$ cat src/rtl/booth_pp_if.sv
// Handshake bundle between a radix-4 Booth encoder and the partial-product accumulator.
// The master drives operands and out_ready; the slave returns the product and its status.
interface booth_pp_if #(
    parameter int PP_W = 16
);
    logic                   in_valid;
    logic                   in_ready;
    logic signed [PP_W-1:0] pp_a;
    logic signed [PP_W-1:0] pp_b;
    logic signed [PP_W-1:0] pp_c;
    logic signed [PP_W-1:0] pp_d;
    logic                   out_valid;
    logic                   out_ready;
    logic signed [PP_W-1:0] product;
    logic                   busy;

    modport master (
        output in_valid, pp_a, pp_b, pp_c, pp_d, out_ready,
        input  in_ready, out_valid, product, busy
    );

    modport slave (
        input  in_valid, pp_a, pp_b, pp_c, pp_d, out_ready,
        output in_ready, out_valid, product, busy
    );
endinterface

$ cat src/rtl/booth_pp_accumulator.sv
// Sums four pre-weighted Booth partial products serially, one per cycle, into a
// PP_W-bit wrap-around product presented with a valid/ready handshake.
module booth_pp_accumulator #(
    parameter int PP_W   = 16,
    parameter int NUM_PP = 4
) (
    input logic       clk,
    input logic       rst_n,
    booth_pp_if.slave bus
);

    typedef enum logic [1:0] {
        IDLE,
        ACC,
        DONE
    } state_e;

    localparam logic [1:0] LAST_IDX = 2'(NUM_PP - 1);

    state_e                 state_q, state_d;
    logic [1:0]             idx_q, idx_d;
    logic [PP_W-1:0]        acc_q, acc_d;
    logic [PP_W-1:0]        product_q, product_d;
    logic                   out_valid_q, out_valid_d;
    logic [3:0][PP_W-1:0]   pp_reg_q, pp_reg_d;
    logic [PP_W-1:0]        sum;

    // Carry-out is dropped on purpose: the product is defined modulo 2^PP_W.
    assign sum = acc_q + pp_reg_q[idx_q];

    always_comb begin
        // NOTE: every next-state signal defaults to its current value so no path leaves it unassigned (no latches).
        state_d     = state_q;
        idx_d       = idx_q;
        acc_d       = acc_q;
        product_d   = product_q;
        out_valid_d = out_valid_q;
        pp_reg_d    = pp_reg_q;

        case (state_q)
            IDLE: begin
                if (bus.in_valid) begin
                    pp_reg_d = {bus.pp_d, bus.pp_c, bus.pp_b, bus.pp_a};
                    acc_d    = '0;
                    idx_d    = '0;
                    state_d  = ACC;
                end
            end
            ACC: begin
                acc_d = sum;
                idx_d = idx_q + 2'd1;
                if (idx_q == LAST_IDX) begin
                    idx_d       = '0;
                    product_d   = sum;
                    out_valid_d = 1'b1;
                    state_d     = DONE;
                end
            end
            DONE: begin
                if (bus.out_ready) begin
                    out_valid_d = 1'b0;
                    state_d     = IDLE;
                end
            end
            default: begin
                out_valid_d = 1'b0;
                state_d     = IDLE;
            end
        endcase
    end

    // NOTE: the captured operand registers are reset too, so an aborted operation leaves no stale data behind.
    always_ff @(posedge clk or negedge rst_n) begin
        if (!rst_n) begin
            state_q     <= IDLE;
            idx_q       <= '0;
            acc_q       <= '0;
            product_q   <= '0;
            out_valid_q <= 1'b0;
            pp_reg_q    <= '0;
        end else begin
            // NOTE: non-blocking assignments so every flop samples the pre-edge values.
            state_q     <= state_d;
            idx_q       <= idx_d;
            acc_q       <= acc_d;
            product_q   <= product_d;
            out_valid_q <= out_valid_d;
            pp_reg_q    <= pp_reg_d;
        end
    end

    assign bus.in_ready  = (state_q == IDLE);
    assign bus.busy      = (state_q != IDLE);
    assign bus.out_valid = out_valid_q;
    assign bus.product   = product_q;

endmodule

$ cat src/flat_wrapper.sv
// flat-port wrapper written by rule: the top's interface ports become plain ports
module booth_pp_accumulator_flat 
#(
    parameter int PP_W   = 16,
    parameter int NUM_PP = 4
)
  (clk, rst_n, bus_in_valid, bus_pp_a, bus_pp_b, bus_pp_c, bus_pp_d, bus_out_ready, bus_in_ready, bus_out_valid, bus_product, bus_busy);
  booth_pp_if #(.PP_W(PP_W)) bus_i ();
  input logic clk;
  input logic rst_n;
  input wire logic [$bits(bus_i.in_valid)-1:0] bus_in_valid;
  input wire logic [$bits(bus_i.pp_a)-1:0] bus_pp_a;
  input wire logic [$bits(bus_i.pp_b)-1:0] bus_pp_b;
  input wire logic [$bits(bus_i.pp_c)-1:0] bus_pp_c;
  input wire logic [$bits(bus_i.pp_d)-1:0] bus_pp_d;
  input wire logic [$bits(bus_i.out_ready)-1:0] bus_out_ready;
  output wire logic [$bits(bus_i.in_ready)-1:0] bus_in_ready;
  output wire logic [$bits(bus_i.out_valid)-1:0] bus_out_valid;
  output wire logic [$bits(bus_i.product)-1:0] bus_product;
  output wire logic [$bits(bus_i.busy)-1:0] bus_busy;
  assign bus_i.in_valid = bus_in_valid;
  assign bus_i.pp_a = bus_pp_a;
  assign bus_i.pp_b = bus_pp_b;
  assign bus_i.pp_c = bus_pp_c;
  assign bus_i.pp_d = bus_pp_d;
  assign bus_i.out_ready = bus_out_ready;
  assign bus_in_ready = bus_i.in_ready;
  assign bus_out_valid = bus_i.out_valid;
  assign bus_product = bus_i.product;
  assign bus_busy = bus_i.busy;
  booth_pp_accumulator #(.PP_W(PP_W), .NUM_PP(NUM_PP)) u_core (.clk(clk), .rst_n(rst_n), .bus(bus_i));
endmodule
$ cat config.mk
export PLATFORM = sky130hd
export DESIGN_NAME = booth_pp_accumulator_flat
export DESIGN_NICKNAME = d
export VERILOG_FILES = /design/src/rtl/booth_pp_if.sv /design/src/rtl/booth_pp_accumulator.sv /design/src/flat_wrapper.sv
export SDC_FILE = /design/constraint.sdc
export NUM_CORES = 1
export LEC_CHECK = 0
export ABC_AREA = 1
export CAP_MARGIN = 20
export CORE_MARGIN = 4
export CORE_UTILIZATION = 35
export DETAILED_ROUTE_END_ITERATION = 7
export SYNTH_ARGS = -nofsm -noshare
export SYNTH_HDL_FRONTEND = slang
export SYNTH_SLANG_ARGS = --single-unit
$ cat constraint.sdc
create_clock -name clk -period 6.4 [get_ports clk]
set_input_delay 0.64 -clock clk [delete_from_list [all_inputs] [get_ports clk]]
set_output_delay 0.64 -clock clk [all_outputs]
set_load 0.1 [all_outputs]
==> Word-level counts from Yosys, hierarchy flattened <==
Cells that the tools add are included.
{ "word_totals": {"regBits": 101, "wordCells": 41, "input_bits": 68} }
{ "op_classes": {"eq_ne": 6, "reduce_logical": 8, "bitwise": 1, "muxes": 14, "add_sub_neg": 2, "magnitude_cmp": 1} }
{ "op_table": {"columns": ["op", "count"], "rows": [
  ["$bmux 16 s2", 1],
  ["$mux 16", 2],
  ["$pmux 16 s2", 1],
  ["$add 16x16->16", 1],
  ["$mux 2", 5],
  ["$pmux 2 s3", 1],
  ["$reduce_and 2->1", 3],
  ["$reduce_and 3->1", 2],
  ["$eq 2x2->1 const B", 2],
  ["$ne 2x2->1 const B", 2],
  ["$pmux 2 s2", 1],
  ["$reduce_bool 2->1", 2],
  ["$lt 2x3->1 const B", 1],
  ["$pmux 1 s3", 1],
  ["$add 2x1->2 const B", 1],
  ["$eq 2x1->1 const B", 1],
  ["$logic_not 2->1", 1],
  ["$mux 1", 2],
  ["$ne 2x1->1 const B", 1],
  ["$not 1->1", 1]
]} }

==> Logic depth before layout (Yosys ltp) <==
{ "depth": {"word_depth": 4, "mapped_depth": 17} }

==> Worst setup path after synthesis <==
OpenSTA, ideal clock, no wires.
{ "synth_path": {"path_kind": "reg2reg", "start": "reg u_core.idx_q[0]", "end": "reg u_core.product_q[12], in the netlist u_core.bus.product[12]", "setup_time_ns": 0.120, "n_path_buf": 2, "period_less_slack_ns": 2.315, "arrival_time_ns": 2.195, "stages_incl_launch_ff": 17, "path_slack_ns": 4.085, "path_cell_list": "dfrtp_1 -> buf_2 -> inv_2 -> clkbuf_1 -> nor2_1 -> o22ai_1 -> ha_1 -> inv_1 -> fa_1 -> inv_1 -> nand3_1 -> nand3_1 -> nand3_1 -> nand4_1 -> nand2_1 -> nand2_1 -> nand2_1"} }
{ "synth_between": {"elab_chain_len": 3, "word_cells_on_any_way": 5} }
{ "synth_rtl": {"columns": ["element", "line", "rtl"], "rows": [
  ["from (decl)", "booth_pp_accumulator.sv:21", "logic [1:0] idx_q, idx_d;"],
  ["from (signal assigned)", "booth_pp_accumulator.sv:84", "idx_q <= idx_d;"],
  ["$bmux 16 s2", "booth_pp_accumulator.sv:29", "assign sum = acc_q + pp_reg_q[idx_q];"],
  ["$mux 16 (not written as such)", "booth_pp_accumulator.sv:29", null],
  ["$add 16x16->16", "booth_pp_accumulator.sv:29", null],
  ["to (signal assigned)", "booth_pp_accumulator.sv:86", "product_q <= product_d;"],
  ["to (decl)", "booth_pp_accumulator.sv:23", "logic [PP_W-1:0] product_q, product_d;"]
]} }
Several ways; a longest one is shown, not always the timed one. The select of a mux whose other input is x is not followed.
A chain may end at the register's enable or synchronous reset.

==> Worst setup path after layout <==
{ "layout_path": {"start": "reg u_core.idx_q[0]", "end": "reg u_core.acc_q[15]"} }
{ "layout_between": {"elab_chain_len": 4} }
{ "layout_rtl": {"columns": ["element", "line", "rtl"], "rows": [
  ["$bmux 16 s2", "booth_pp_accumulator.sv:29", null],
  ["$mux 16 (not written as such)", "booth_pp_accumulator.sv:29", null],
  ["$add 16x16->16", "booth_pp_accumulator.sv:29", null],
  ["$pmux 16 s2", "booth_pp_accumulator.sv:40", "case (state_q)"],
  ["to (signal assigned)", "booth_pp_accumulator.sv:77", "acc_q <= '0;"],
  ["to (signal assigned)", "booth_pp_accumulator.sv:85", "acc_q <= acc_d;"],
  ["to (decl)", "booth_pp_accumulator.sv:22", "logic [PP_W-1:0] acc_q, acc_d;"]
]} }
Every way passes these cells. The select of a mux whose other input is x is not followed.

==> flow_summary.ini <==
[synthesis]
ys_types = 28
ys_ff_latch = 101
syn_nets = 787
yosys_warnings = 0
ys_seq_area_share_pct = 48.1
synthArstFlopShare_pct = 100
yosys_most_used_dff = dfrtp_1
synth_edf_count = 0
synth_top_area_cell = dfrtp_1
syn_area_mm2 = 0.00525
synthCells = 702
syn_avg_cell_area_um2 = 7.48
synth.top_cell.area_share_pct = 48.1
synth_area_leaders = dfrtp_1, nand2_1, ha_1, inv_1, o21ai_0

[finish]
final_util_pct = 44.7
fillers = 1459
nNetsFinal = 860
num_antenna_cells = 0
area_delta_synth_final_pct = 24.3
drive_gt1_share_pct = 4.36

[placed_design]
io_buffers = 86
place.gp.congestion = 0.881
hpwl_um = 10300
place_ws_ns = 3.15

[cts]
root_buffer = clkbuf_16
clk_pin_slew_ns = 0.07
hold_buffers = 0
cts_buffers = 9
postCtsSetupBuffers = 0
clk_latency_ns = 0.35
cts_sinks = 101
cts.path.max_buffers = 2
cts_tree = done
cts.repair.resized = 0
ctsHtreeMaxLevel = 3

[global_routing]
overflow = 0
grt_max_degree = 52
grt_first_pass_wirelength_um = 23000
antenna_found_initial = 0
grt_pass1_vias = 4619
grt_usage_pct = 17.1

[critical_path]
crit_buf_inv = 2
critPathKind = flip-flop to flip-flop
critical_path.max_stage_delay_ns = 1.03
worstPathRequired_ns = 6.65
ff2ff_path_depth = 12
start_kind = flip-flop
end_kind = flip-flop
crit_chain = inv_2 > o21ai_0 > o22ai_1 > ha_1 > nand2_1 > inv_1 > nand2_1 > nand2_1 > a21oi_1 > nand3_1 > nand3_1 > nand2_1
rr_endpoint = u_core.acc_q[15]
slowest_stage = dfrtp_1
path_delay_family = flip-flops
reg2reg_setup_slack_ns = 3.11
timing.rr.start = u_core.idx_q[0]
critical_path_arrival_ns = 3.53
critical_path.max_fanout = 36
cpMostUsedCell = nand2_1

[route]
vias = 4538
post_drt_wl_per_cell_um = 14.2
postRouteAntennaNets = 0
viasPerCell = 4.71
finalWirelength_um = 13700
drc = 0
firstDrtPassIters = 4
drt_iter0_drc = 303

[timing]
period_needed_ns = 3.29
slew_viol_final = 0
tns_ns = 0
fin_crit_sh_pct = 51.3
rsz0062_at_grt = false
tightest_slew_ns = 1.04
relSlewSlack_pct = 30.6
timing.final.ws_setup_ns = 3.11
hold_viol = 0
setup_violations = 0
skew_ns = 0.00691
clock.fmax_ghz = 0.304

[outcome]
status = finished clean

[flow_run]
drv_cap = 0

[floorplanning]
initial_core_util_pct = 36.0
die_area_mm2 = 0.0170
fp.dieH_um = 130
ios = 87
coreArea_mm2 = 0.0146
placementRows = 44
die_x_um = 130

[min_path]
hold_class = input pin to async pin
==> cell type report <==
class,count,area (um2),area share [%]
sequential,101,2530,38.7
multi-input combinational,517,2330,35.7
timing repair buffer,90,928,14.2
clock buffer,11,243,3.72
tap,184,230,3.53
inverter,56,210,3.22
clock inverter,5,58.8,0.901
==> worst max-delay path by stage <==
stage / to / start / slack (ns) / cells after the start
after floorplan: u_core.bus.product[12] / u_core.idx_q[0] / 4.09 / 16
after global routing: u_core.bus.product[14] / u_core.idx_q[0] / 2.75 / 13
after CTS: u_core.acc_q[15] / u_core.idx_q[0] / 3.14 / 12
after detailed placement: u_core.acc_q[15] / u_core.idx_q[0] / 3.15 / 12
final: u_core.acc_q[15] / u_core.idx_q[0] / 3.11 / 12
after global placement: u_core.idx_q[1] / bus_in_valid / 3.17 / 6
==> synth_stat cells (3+ instances only) <==
| library cell | count |
|---|---|
| inv_2 | 5 |
| inv_1 | 51 |
| nor2_1 | 36 |
| clkbuf_1 | 6 |
| nand3b_1 | 3 |
| o21ai_0 | 34 |
| o21ai_1 | 5 |
| nand3_1 | 32 |
| dfrtp_1 | 101 |
| buf_6 | 8 |
| nor2_4 | 3 |
| o22ai_1 | 16 |
| nand2_1 | 345 |
| ha_1 | 16 |
| nor3_1 | 4 |
| a21oi_1 | 8 |
| buf_2 | 13 |
==> through the flow <==
stage / cells / cell area (um2) / hold slack [ns]
finish: 964 / 6530 / 0.125
global route: 964 / 6530 / 0.134
CTS: 964 / 6530 / 0.126
detailed placement: 948 / 6220 / 0.462
global placement: 946 / 6170 / 0.458
floorplan: 702 / 5250 / 0.344
==> kinds of logic (layout without fill, tap and decap cells) <==
group                      after synthesis  count (layout)  synth area share, %
AOI/OAI and AO/OA                       64              64                 6.55
xor gates and xnor gates                 3               3                0.501
adders and majority gates               17              17                 4.19
and+or+nand+nor                        433             433                 33.1
DFF                                    101             101                 48.1
buffers and inverters                   84             162                 7.53
==> cells in the final DEF, fill, tap and decap left out, types with 3 or more instances in the layout <==
cell type and instances:
a21oi_1 8, buf_4 3, clkbuf_16 9, clkdlybuf4s50_1 85, dfrtp_1 101, ha_1 16
inv_1 51, inv_2 5, nand2_1 345, nand3_1 32, nand3b_1 3, nor2_1 36
nor2_4 3, nor3_1 4, o21ai_0 34, o21ai_1 5, o22ai_1 16
==> layer usage <==
layer | wire [um] | global-route usage (%)
met1 | 6580 | 24.3
met2 | 6280 | 26.5
met5 | 0 | 0
met4 | 195 | 5.44
met3 | 647 | 3.25
==> sequential cells by signal, summed over array words and instances, names as in the netlist <==
| name | cells |
|---|---|
| u_core.state_q | 2 |
| u_core.bus.product | 16 |
| u_core.bus.out_valid | 1 |
| u_core.acc_q | 16 |
| u_core.idx_q | 2 |
| u_core.pp_reg_q | 64 |
Power is not shown: default switching activity piles up to over one toggle a cycle in this logic, so the estimate is an artifact.
